### src/rtl/branch_resolve_unit.sv
// Branch resolution for the EX stage: operand compares, funct3 decode, registered
// resolution results, a 2-bit saturating branch-history table and saturating statistics.
module branch_resolve_unit #(
  parameter int XLEN      = 32,
  parameter int PC_W      = 32,
  parameter int BHT_DEPTH = 16,
  parameter int CNT_W     = 16
) (
  input  logic              i_clk,
  input  logic              i_rst,
  input  logic              i_ex_valid,
  input  logic              i_ex_branch,
  input  logic [2:0]        i_ex_funct3,
  input  logic [XLEN-1:0]   i_rs1,
  input  logic [XLEN-1:0]   i_rs2,
  input  logic [PC_W-1:0]   i_ex_pc,
  input  logic              i_ex_pred_taken,
  input  logic              i_stall,
  input  logic              i_flush,
  input  logic [PC_W-1:0]   i_if_pc,
  output logic              o_if_pred_taken,
  output logic              o_br_eq,
  output logic              o_br_lt,
  output logic              o_br_ltu,
  output logic              o_res_valid,
  output logic              o_res_taken,
  output logic              o_res_mispredict,
  output logic              o_res_illegal,
  output logic [PC_W-1:0]   o_res_pc,
  output logic [CNT_W-1:0]  o_cnt_branches,
  output logic [CNT_W-1:0]  o_cnt_mispred
);

  localparam int IDX_W = $clog2(BHT_DEPTH);

  logic              w_eq;
  logic              w_lt;
  logic              w_ltu;
  logic              w_taken;
  logic              w_illegal;
  logic              w_mispredict;
  logic              w_resolve;
  logic              w_legal_resolve;
  logic [IDX_W-1:0]  w_ex_idx;
  logic [IDX_W-1:0]  w_if_idx;

  logic              r_res_valid;
  logic              r_res_taken;
  logic              r_res_mispredict;
  logic              r_res_illegal;
  logic [PC_W-1:0]   r_res_pc;
  logic [CNT_W-1:0]  r_cnt_branches;
  logic [CNT_W-1:0]  r_cnt_mispred;
  logic [1:0]        r_bht [BHT_DEPTH];

  function automatic logic [CNT_W-1:0] f_sat_inc(input logic [CNT_W-1:0] v);
    if (&v) begin
      return v;
    end else begin
      return v + {{(CNT_W-1){1'b0}}, 1'b1};
    end
  endfunction

  function automatic logic [1:0] f_bht_step(input logic [1:0] c, input logic t);
    if (t) begin
      return (c == 2'b11) ? 2'b11 : c + 2'b01;
    end else begin
      return (c == 2'b00) ? 2'b00 : c - 2'b01;
    end
  endfunction

  assign w_eq  = (i_rs1 == i_rs2);
  assign w_lt  = ($signed(i_rs1) < $signed(i_rs2));
  assign w_ltu = (i_rs1 < i_rs2);

  assign o_br_eq  = w_eq;
  assign o_br_lt  = w_lt;
  assign o_br_ltu = w_ltu;

  // funct3 to branch direction; the two reserved encodings flag illegal
  always_comb begin
    w_taken   = 1'b0;
    w_illegal = 1'b0;
    case (i_ex_funct3)
      3'b000:  w_taken = w_eq;
      3'b001:  w_taken = ~w_eq;
      3'b100:  w_taken = w_lt;
      3'b101:  w_taken = ~w_lt;
      3'b110:  w_taken = w_ltu;
      3'b111:  w_taken = ~w_ltu;
      default: begin
        w_taken   = 1'b0;
        w_illegal = 1'b1;
      end
    endcase
  end

  assign w_mispredict    = ~w_illegal & (w_taken ^ i_ex_pred_taken);
  assign w_resolve       = i_ex_valid & i_ex_branch & ~i_stall & ~i_flush;
  assign w_legal_resolve = w_resolve & ~w_illegal;

  assign w_ex_idx = i_ex_pc[IDX_W+1:2];
  assign w_if_idx = i_if_pc[IDX_W+1:2];

  // Lookup reads the stored entry, so a same-cycle update is seen only next cycle
  assign o_if_pred_taken = r_bht[w_if_idx][1];

  // Resolution result registers
  always_ff @(posedge i_clk) begin
    if (i_rst) begin
      r_res_valid      <= 1'b0;
      r_res_taken      <= 1'b0;
      r_res_mispredict <= 1'b0;
      r_res_illegal    <= 1'b0;
      r_res_pc         <= {PC_W{1'b0}};
    end else if (i_flush) begin
      r_res_valid      <= 1'b0;
      r_res_mispredict <= 1'b0;
      r_res_illegal    <= 1'b0;
    end else if (i_stall) begin
      r_res_valid      <= r_res_valid;
    end else if (w_resolve) begin
      r_res_valid      <= 1'b1;
      r_res_taken      <= w_taken;
      r_res_mispredict <= w_mispredict;
      r_res_illegal    <= w_illegal;
      r_res_pc         <= i_ex_pc;
    end else begin
      r_res_valid      <= 1'b0;
      r_res_mispredict <= 1'b0;
      r_res_illegal    <= 1'b0;
    end
  end

  // Branch-history table, reset to weakly not-taken
  always_ff @(posedge i_clk) begin
    if (i_rst) begin
      for (int i = 0; i < BHT_DEPTH; i++) begin
        r_bht[i] <= 2'b01;
      end
    end else if (w_legal_resolve) begin
      r_bht[w_ex_idx] <= f_bht_step(r_bht[w_ex_idx], w_taken);
    end else begin
      r_bht[w_ex_idx] <= r_bht[w_ex_idx];
    end
  end

  // Saturating statistics counters
  always_ff @(posedge i_clk) begin
    if (i_rst) begin
      r_cnt_branches <= {CNT_W{1'b0}};
      r_cnt_mispred  <= {CNT_W{1'b0}};
    end else if (w_legal_resolve) begin
      r_cnt_branches <= f_sat_inc(r_cnt_branches);
      r_cnt_mispred  <= w_mispredict ? f_sat_inc(r_cnt_mispred) : r_cnt_mispred;
    end else begin
      r_cnt_branches <= r_cnt_branches;
      r_cnt_mispred  <= r_cnt_mispred;
    end
  end

  assign o_res_valid      = r_res_valid;
  assign o_res_taken      = r_res_taken;
  assign o_res_mispredict = r_res_mispredict;
  assign o_res_illegal    = r_res_illegal;
  assign o_res_pc         = r_res_pc;
  assign o_cnt_branches   = r_cnt_branches;
  assign o_cnt_mispred    = r_cnt_mispred;

endmodule

### config.mk
export PLATFORM = sky130hd
export DESIGN_NAME = branch_resolve_unit
export DESIGN_NICKNAME = d
export VERILOG_FILES = /design/src/rtl/branch_resolve_unit.sv
export SDC_FILE = /design/constraint.sdc
export NUM_CORES = 1
export LEC_CHECK = 0
export CAP_MARGIN = 30
export CORE_MARGIN = 3
export CORE_UTILIZATION = 46
export CTS_BUF_LIST = sky130_fd_sc_hd__clkbuf_4 sky130_fd_sc_hd__clkbuf_8
export CTS_CLUSTER_SIZE = 14
export DETAILED_ROUTE_END_ITERATION = 8
export PLACE_DENSITY_LB_ADDON = 0.2
export SETUP_SLACK_MARGIN = 0.1
export SYNTH_ARGS = -nofsm -noshare
export SYNTH_HDL_FRONTEND = slang
export SYNTH_SLANG_ARGS = --single-unit
### constraint.sdc
create_clock -name i_clk -period 3.9 [get_ports i_clk]
set_clock_uncertainty 0.15 [all_clocks]
set_input_delay 0.585 -clock i_clk [delete_from_list [all_inputs] [get_ports i_clk]]
set_output_delay 0.585 -clock i_clk [all_outputs]
set_load 0.02 [all_outputs]
; ---- Word-level counts from Yosys, hierarchy flattened
; Memory sizes are Yosys's and may differ from the RTL's.
; Cells that the tools add are included.
[totals]
register_bits = 68
memories = 1
inputBits = 138
elab_cells = 67
mem_bits_rw = 32
[mem_list]
columns = name, words, width, read_ports, rd_clocked_by_memory_dff, wr, line_no
row1 = r_bht, 16, 2, 2, 0, 16, 54  ; logic [1:0] r_bht [BHT_DEPTH];
[op_classes]
bitwise = 14
mux = 22
reduce_logical = 10
eq_ne = 7
order_cmp = 2
addsub = 4
[ops]
columns = cell, n
row1 = 32-bit less-than comparator, 2
row2 = "16-bit by 1-bit adder with 16-bit output, second input constant", 2
row3 = 32-bit equality test, 1
row4 = 16-bit AND reduction, 2
row5 = 2-bit 2-to-1 mux, 7
row6 = 1-bit 2-to-1 mux, 13
row7 = "3-bit equality test, second input constant", 4
row8 = 1-bit inverter, 7
row9 = 1-bit case mux with 6 select lines, 1
row10 = 3-bit AND reduction, 2
row11 = 6-bit OR reduction, 1
row12 = 1-bit bitwise AND, 5
row13 = 4-bit 2-to-1 mux, 1
row14 = 2-bit OR reduction, 2
row15 = "3-bit by 1-bit equality test with 1-bit output, second input constant", 1
row16 = 3-bit logical NOT, 1
row17 = "2-bit by 1-bit adder with 2-bit output, second input constant", 1
row18 = "2-bit equality test, second input constant", 1
row19 = 2-bit logical NOT, 1
row20 = 2-bit AND reduction, 1
row21 = "2-bit by 1-bit subtractor with 2-bit output, second input constant", 1
row22 = 1-bit OR, 1
row23 = 1-bit bitwise XOR, 1

; ---- Longest topological paths before layout
[logic_depth]
ltp_word = 10
mapped_depth = 13

; ---- Worst setup path after synthesis
; Ideal clock, no wire load.
[synth_timing]
path_type = input port to flip-flop
start = input port i_rs2[14]
end = memory r_bht[4][0] (data pin)
arrival_time_ps = 2871
path_slack_ps = 600
path_buffers = 1
required_ps = 3471
path_stages = 12
cell_sequence = inv_1 > ha_1 > a21oi_1 > nand2_1 > a221o_1 > o31ai_2 > a21oi_1 > o21ai_0 > a311oi_2 > a211oi_4 > buf_6 > nand3_1
[synth_rtl]
columns = item, line_no
row1 = start: declaration, 15  ; input logic [XLEN-1:0] i_rs2,
row2 = end: declaration, 54

; ---- Worst setup path in the final report
[layout_timing]
start = input port i_rs2[7]
end = register r_cnt_mispred[9], in the netlist o_cnt_mispred[9]
[layout_via]
elab_chain_cells = 6
elab_cells_between_ends = 10
cone_classes = 2 x order compare / 1 x eq/ne / 1 x mux / 5 x bitwise / 1 x reduce/logical
[layout_rtl]
columns = item, line_no
row1 = 32-bit less-than comparator (tied with other cells), 74  ; assign w_ltu = (i_rs1 < i_rs2);
row2 = "1-bit inverter, on equally long branches", "90, 86, 88"
row3 = 1-bit case mux with 6 select lines *, 84  ; case (i_ex_funct3)
row4 = 1-bit bitwise XOR *, 98  ; assign w_mispredict = ~w_illegal & (w_taken ^ i_ex_pred_taken);
row5 = 1-bit bitwise AND *, 98
row6 = 3-bit AND reduction (no line) *, -
row7 = end signal: assignment, 152  ; r_cnt_mispred <= {CNT_W{1'b0}};
row8 = end signal: assignment, 155  ; r_cnt_mispred <= w_mispredict ? f_sat_inc(r_cnt_mispred) : r_cnt_mispred;
row9 = end signal: assignment, 158  ; r_cnt_mispred <= r_cnt_mispred;
row10 = end: declaration, 53  ; logic [CNT_W-1:0] r_cnt_mispred;
; Every way passes the cells marked *; elsewhere a longest branch is shown, timed or not.
; A chain may end at the register's enable or synchronous reset.

==> summary.md <==
| Metric | Value |
|---|---|
| Clock Path Buffers | 2 |
| Yosys warnings | 0 |
| Dominant synthesized flop cell | sky130_fd_sc_hd__dfxtp_1 |
| GR met3 Demand/Resource | 0.0833 |
| Nets | 975 |
| VDD IR-drop max | 0.242 mV |
| Gate Count Post-Synth | 611 |
| DRC viols | 0 |
| FFs w/ async S/R, synth | 0 |
| Root Buffer Master | sky130_fd_sc_hd__clkbuf_8 |
| Met2 capacity usage during global routing | 0.397 |
| Total global routing overflow | 0 |
| Area of the die | 0.0136 mm^2 |
| Global-route wire length before repair | 24700 um |
| Final setup violation count | 0 |
| EDFF count, synth | 32 |
| Chip Height | 117 um |
| Mean instance size in the synthesized netlist | 9.24 um^2 |
| P_leak | 0.00293 uW |
| Vias | 5284 |
| Post-route core utilization | 0.681 |
| Largest driver fanout on the critical path | 11 |
| Gpl congestion | 0.908 |
| HPWL reported at the end of detailed placement | 11900 um |
| Cell types with the largest area share after synthesis | sky130_fd_sc_hd__dfxtp_1, sky130_fd_sc_hd__edfxtp_1, sky130_fd_sc_hd__ha_1 |
| Area of the multi-input gates | 0.00309 mm^2 |
| Arrival time of data at the critical path endpoint | 3.76 ns |
| CTS tree | yes |
| Reg2reg start | o_cnt_mispred[0] |
| Number of buffers inserted by port buffering | 181 |
| Clock sink count | 100 |
| Initial antenna violation count | 0 |
| Tcrit/Tclk final | 0.934 |
| Worst Hold End | o_res_pc[28] |
| Most frequent cells in the layout | sky130_fd_sc_hd__clkdlybuf4s50_1, sky130_fd_sc_hd__nand2_1, sky130_fd_sc_hd__dfxtp_1, sky130_fd_sc_hd__a21oi_1, sky130_fd_sc_hd__inv_1 |
| Standard-cell row count | 39 |
| Iteration count of the initial detailed-routing pass | 6 |
| Post-synthesis cell type with the largest combined area | sky130_fd_sc_hd__dfxtp_1 |
| Capture point of the worst reg-to-reg path | o_cnt_mispred[15] |
| Status | complete, no violations |
| Wire length per cell | 16.4 um |
| Die extent in x | 117 um |
| Area used by sequential logic in the layout | 0.00232 mm^2 |
| Total power divided by cell area | 278 mW/mm^2 |
| Worst Reg-to-Reg Cells | 10 |
| Largest net degree at the start of global routing | 108 |
| Slew HR | 0.569 |
| Fin. Hold Viols | 0 |
| Number of buffers created by CTS | 9 |
| Critical path type | input port to flop |
| Number of placed instances with taps included | 932 |
| I/O pin cnt | 210 |
| Unrepaired setup endpoints after global routing | yes |
| Highest-utilization routing layer at the global route stage | met2 |
| Highest Clock Rate | 0.274 GHz |
| Portion of synthesized cell area occupied by the leading cell type | 0.241 |
| Max cap viols | 0 |
| Post-Layout Cell Count | 951 |
| Startpoint of the lowest-slack hold path | o_res_pc[28] |
| Clock-pin slew reported for the worst setup and hold paths after clock tree synthesis | 0.10 ns |
| Worst hold path type | flop to flop |
| Filler Cell Count | 920 |
| Vias in the first global route | 5268 |
| Kind of start point of the critical path | input port |
| Cell area after synthesis | 0.00565 mm^2 |
| Max H-tree Level | 3 |
| Minimum setup slack among reg-to-reg paths | 0.81 ns |
| Flip-flop and latch count after synthesis | 100 |
| Required time of the worst setup path | 4.01 ns |
| Final critical path time including I/O delays and setup | 3.64 ns |
| Source-to-sink clock delay at the later pin of the worst-skew pair | 0.37 ns |
| Post-detailed-route via-to-cell ratio | 5.56 |
| Starting DRT DRC Count | 336 |
| Critical path endpoint category | flop |
| Min-Delay Path Depth | 2 |
| Sequential share of the synthesized area | 0.411 |
| Net count after synthesis | 783 |
| Most common cell after layout, fill and taps aside | sky130_fd_sc_hd__clkdlybuf4s50_1 |
| Number of routed nets with antenna violations | 0 |
| Final-report max-slew violation count | 0 |
| Antenna cells | 0 |
| Slew of the pin with the lowest slew margin | 0.644 ns |
| Post-Route WL | 15600 um |
| Global Route Usage Sum | 0.228 |
| Initial core utilization | 0.482 |
| Met1 routing resource usage after global routing | 0.252 |
| Placeable core area | 0.0117 mm^2 |
| Share of post-route cells with drive strength above 1 | 0.114 |
| Number of buffers added to fix hold violations after cts | 0 |
| Area growth from synthesis to final layout | 41.3% |
| Unique cell type count in the Yosys netlist | 59 |
-- worst max-delay path: stages --
cell	delay, ns
sky130_fd_sc_hd__clkdlybuf4s50_1	0.45
sky130_fd_sc_hd__inv_1	0.04
sky130_fd_sc_hd__ha_1	0.30
sky130_fd_sc_hd__a21oi_1	0.15
sky130_fd_sc_hd__o21ai_0	0.12
sky130_fd_sc_hd__a221o_1	0.38
sky130_fd_sc_hd__o31ai_2	0.30
sky130_fd_sc_hd__buf_4	0.16
sky130_fd_sc_hd__and3_1	0.21
sky130_fd_sc_hd__o21a_2	0.21
sky130_fd_sc_hd__o211ai_4	0.17
sky130_fd_sc_hd__nor4_2	0.33
sky130_fd_sc_hd__mux2_1	0.35
-- final cells by class --
cell class | count | area share
Multi-Input combinational cell | 447 | 0.387
Sequential cell | 100 | 0.291
Timing Repair Buffer | 209 | 0.257
Tap cell | 143 | 0.0224
Inverter | 36 | 0.0169
Clock buffer | 9 | 0.0155
Clock inverter | 7 | 0.0102
-- synthesized netlist by cell type (4+ instances only) --
cell                        n
sky130_fd_sc_hd__nand4_1   13
sky130_fd_sc_hd__nor4_1    14
sky130_fd_sc_hd__a21oi_1   59
sky130_fd_sc_hd__edfxtp_1  32
sky130_fd_sc_hd__nor2_1    34
sky130_fd_sc_hd__nand2b_1  12
sky130_fd_sc_hd__xor2_1     9
sky130_fd_sc_hd__nand3_1   27
sky130_fd_sc_hd__xnor2_1    6
sky130_fd_sc_hd__mux4_2    15
sky130_fd_sc_hd__or3_1      4
sky130_fd_sc_hd__o31ai_1    7
sky130_fd_sc_hd__buf_6      4
sky130_fd_sc_hd__nand2_1   98
sky130_fd_sc_hd__clkbuf_1  22
sky130_fd_sc_hd__nor2b_1   18
sky130_fd_sc_hd__a21o_1     8
sky130_fd_sc_hd__or2_2      8
sky130_fd_sc_hd__and2_1     5
sky130_fd_sc_hd__and3_1     6
sky130_fd_sc_hd__nor3_1    12
sky130_fd_sc_hd__dfxtp_1   68
sky130_fd_sc_hd__o21ai_0    9
sky130_fd_sc_hd__ha_1      34
sky130_fd_sc_hd__or4_1      8
sky130_fd_sc_hd__inv_1     36
-- per-layer routing --
metal,share of wire,up-vias
met5,0,-
met3,0.089,38
met2,0.51,208
met1,0.37,2470
met4,0.034,0
li1,-,2568
-- worst max path at each step --
| stage | to | from | slack [ns] | cells after the start |
|---|---|---|---|---|
| after global placement | o_cnt_mispred[0] | i_rs2[7] | -0.1 | 13 |
| after floorplan | r_bht[4][0] | i_rs2[14] | 0.60 | 12 |
| after global routing | o_cnt_mispred[9] | i_rs2[14] | 0.1 | 12 |
| after CTS | o_br_lt | i_rs2[7] | 0.15 | 10 |
| after detailed placement | o_cnt_mispred[9] | i_rs2[25] | -0.20 | 12 |
| final | o_cnt_mispred[9] | i_rs2[7] | 0.26 | 13 |
-- registers in the layout (all words and copies together), names as in the netlist --
register / flops
o_cnt_mispred: 16
o_cnt_branches: 16
o_res_taken: 1
o_res_pc: 32
o_res_mispredict: 1
o_res_valid: 1
r_bht: 32
o_res_illegal: 1
-- cell families (layout without fill, tap and decap cells) --
kind of cell	Yosys count	count (layout)	synth area share
AO/OA/AOI/OAI	105	106	0.123
XOR/XNOR	15	15	0.0233
adder cells (fa/ha/maj)	34	34	0.0753
buffers and inverters	65	261	0.0496
flip-flops	100	100	0.411
multiplexers	22	22	0.0733
AND/OR/NAND/NOR	270	270	0.245
-- repair_timing --
item / 4_1_cts / 5_1_grt
resized for setup: 2 / 9
endpoints found under the hold margin: 0 / 0
pin swaps: 0 / 1
setup endpoints to repair: 2 / 23
gates cloned: 0 / 1
setup buffers: 0 / 1
-- report_power, final --
| group | switching, uW | internal [uW] |
|---|---|---|
| combinational | 208 | 230 |
| sequential | 8.57 | 1090 |
| clock | 380 | 307 |
-- per-stage QoR --
step / setup TNS [ns] / area [um^2] / setup slack, ns / power [uW] / hold slack [ns]
floorplan: 0 / 5650 / 0.600 / 1330 / 0.385
CTS: 0 / 7910 / 0.154 / 2230 / 0.313
global route: 0 / 7980 / 0.0964 / 2320 / 0.331
finish: 0 / 7980 / 0.257 / 2220 / 0.310
detailed placement: -3.93 / 7700 / -0.195 / 1550 / 0.298
global placement: -1.42 / 7700 / -0.0992 / 1530 / 0.292
(Power assumes the default switching activity.)
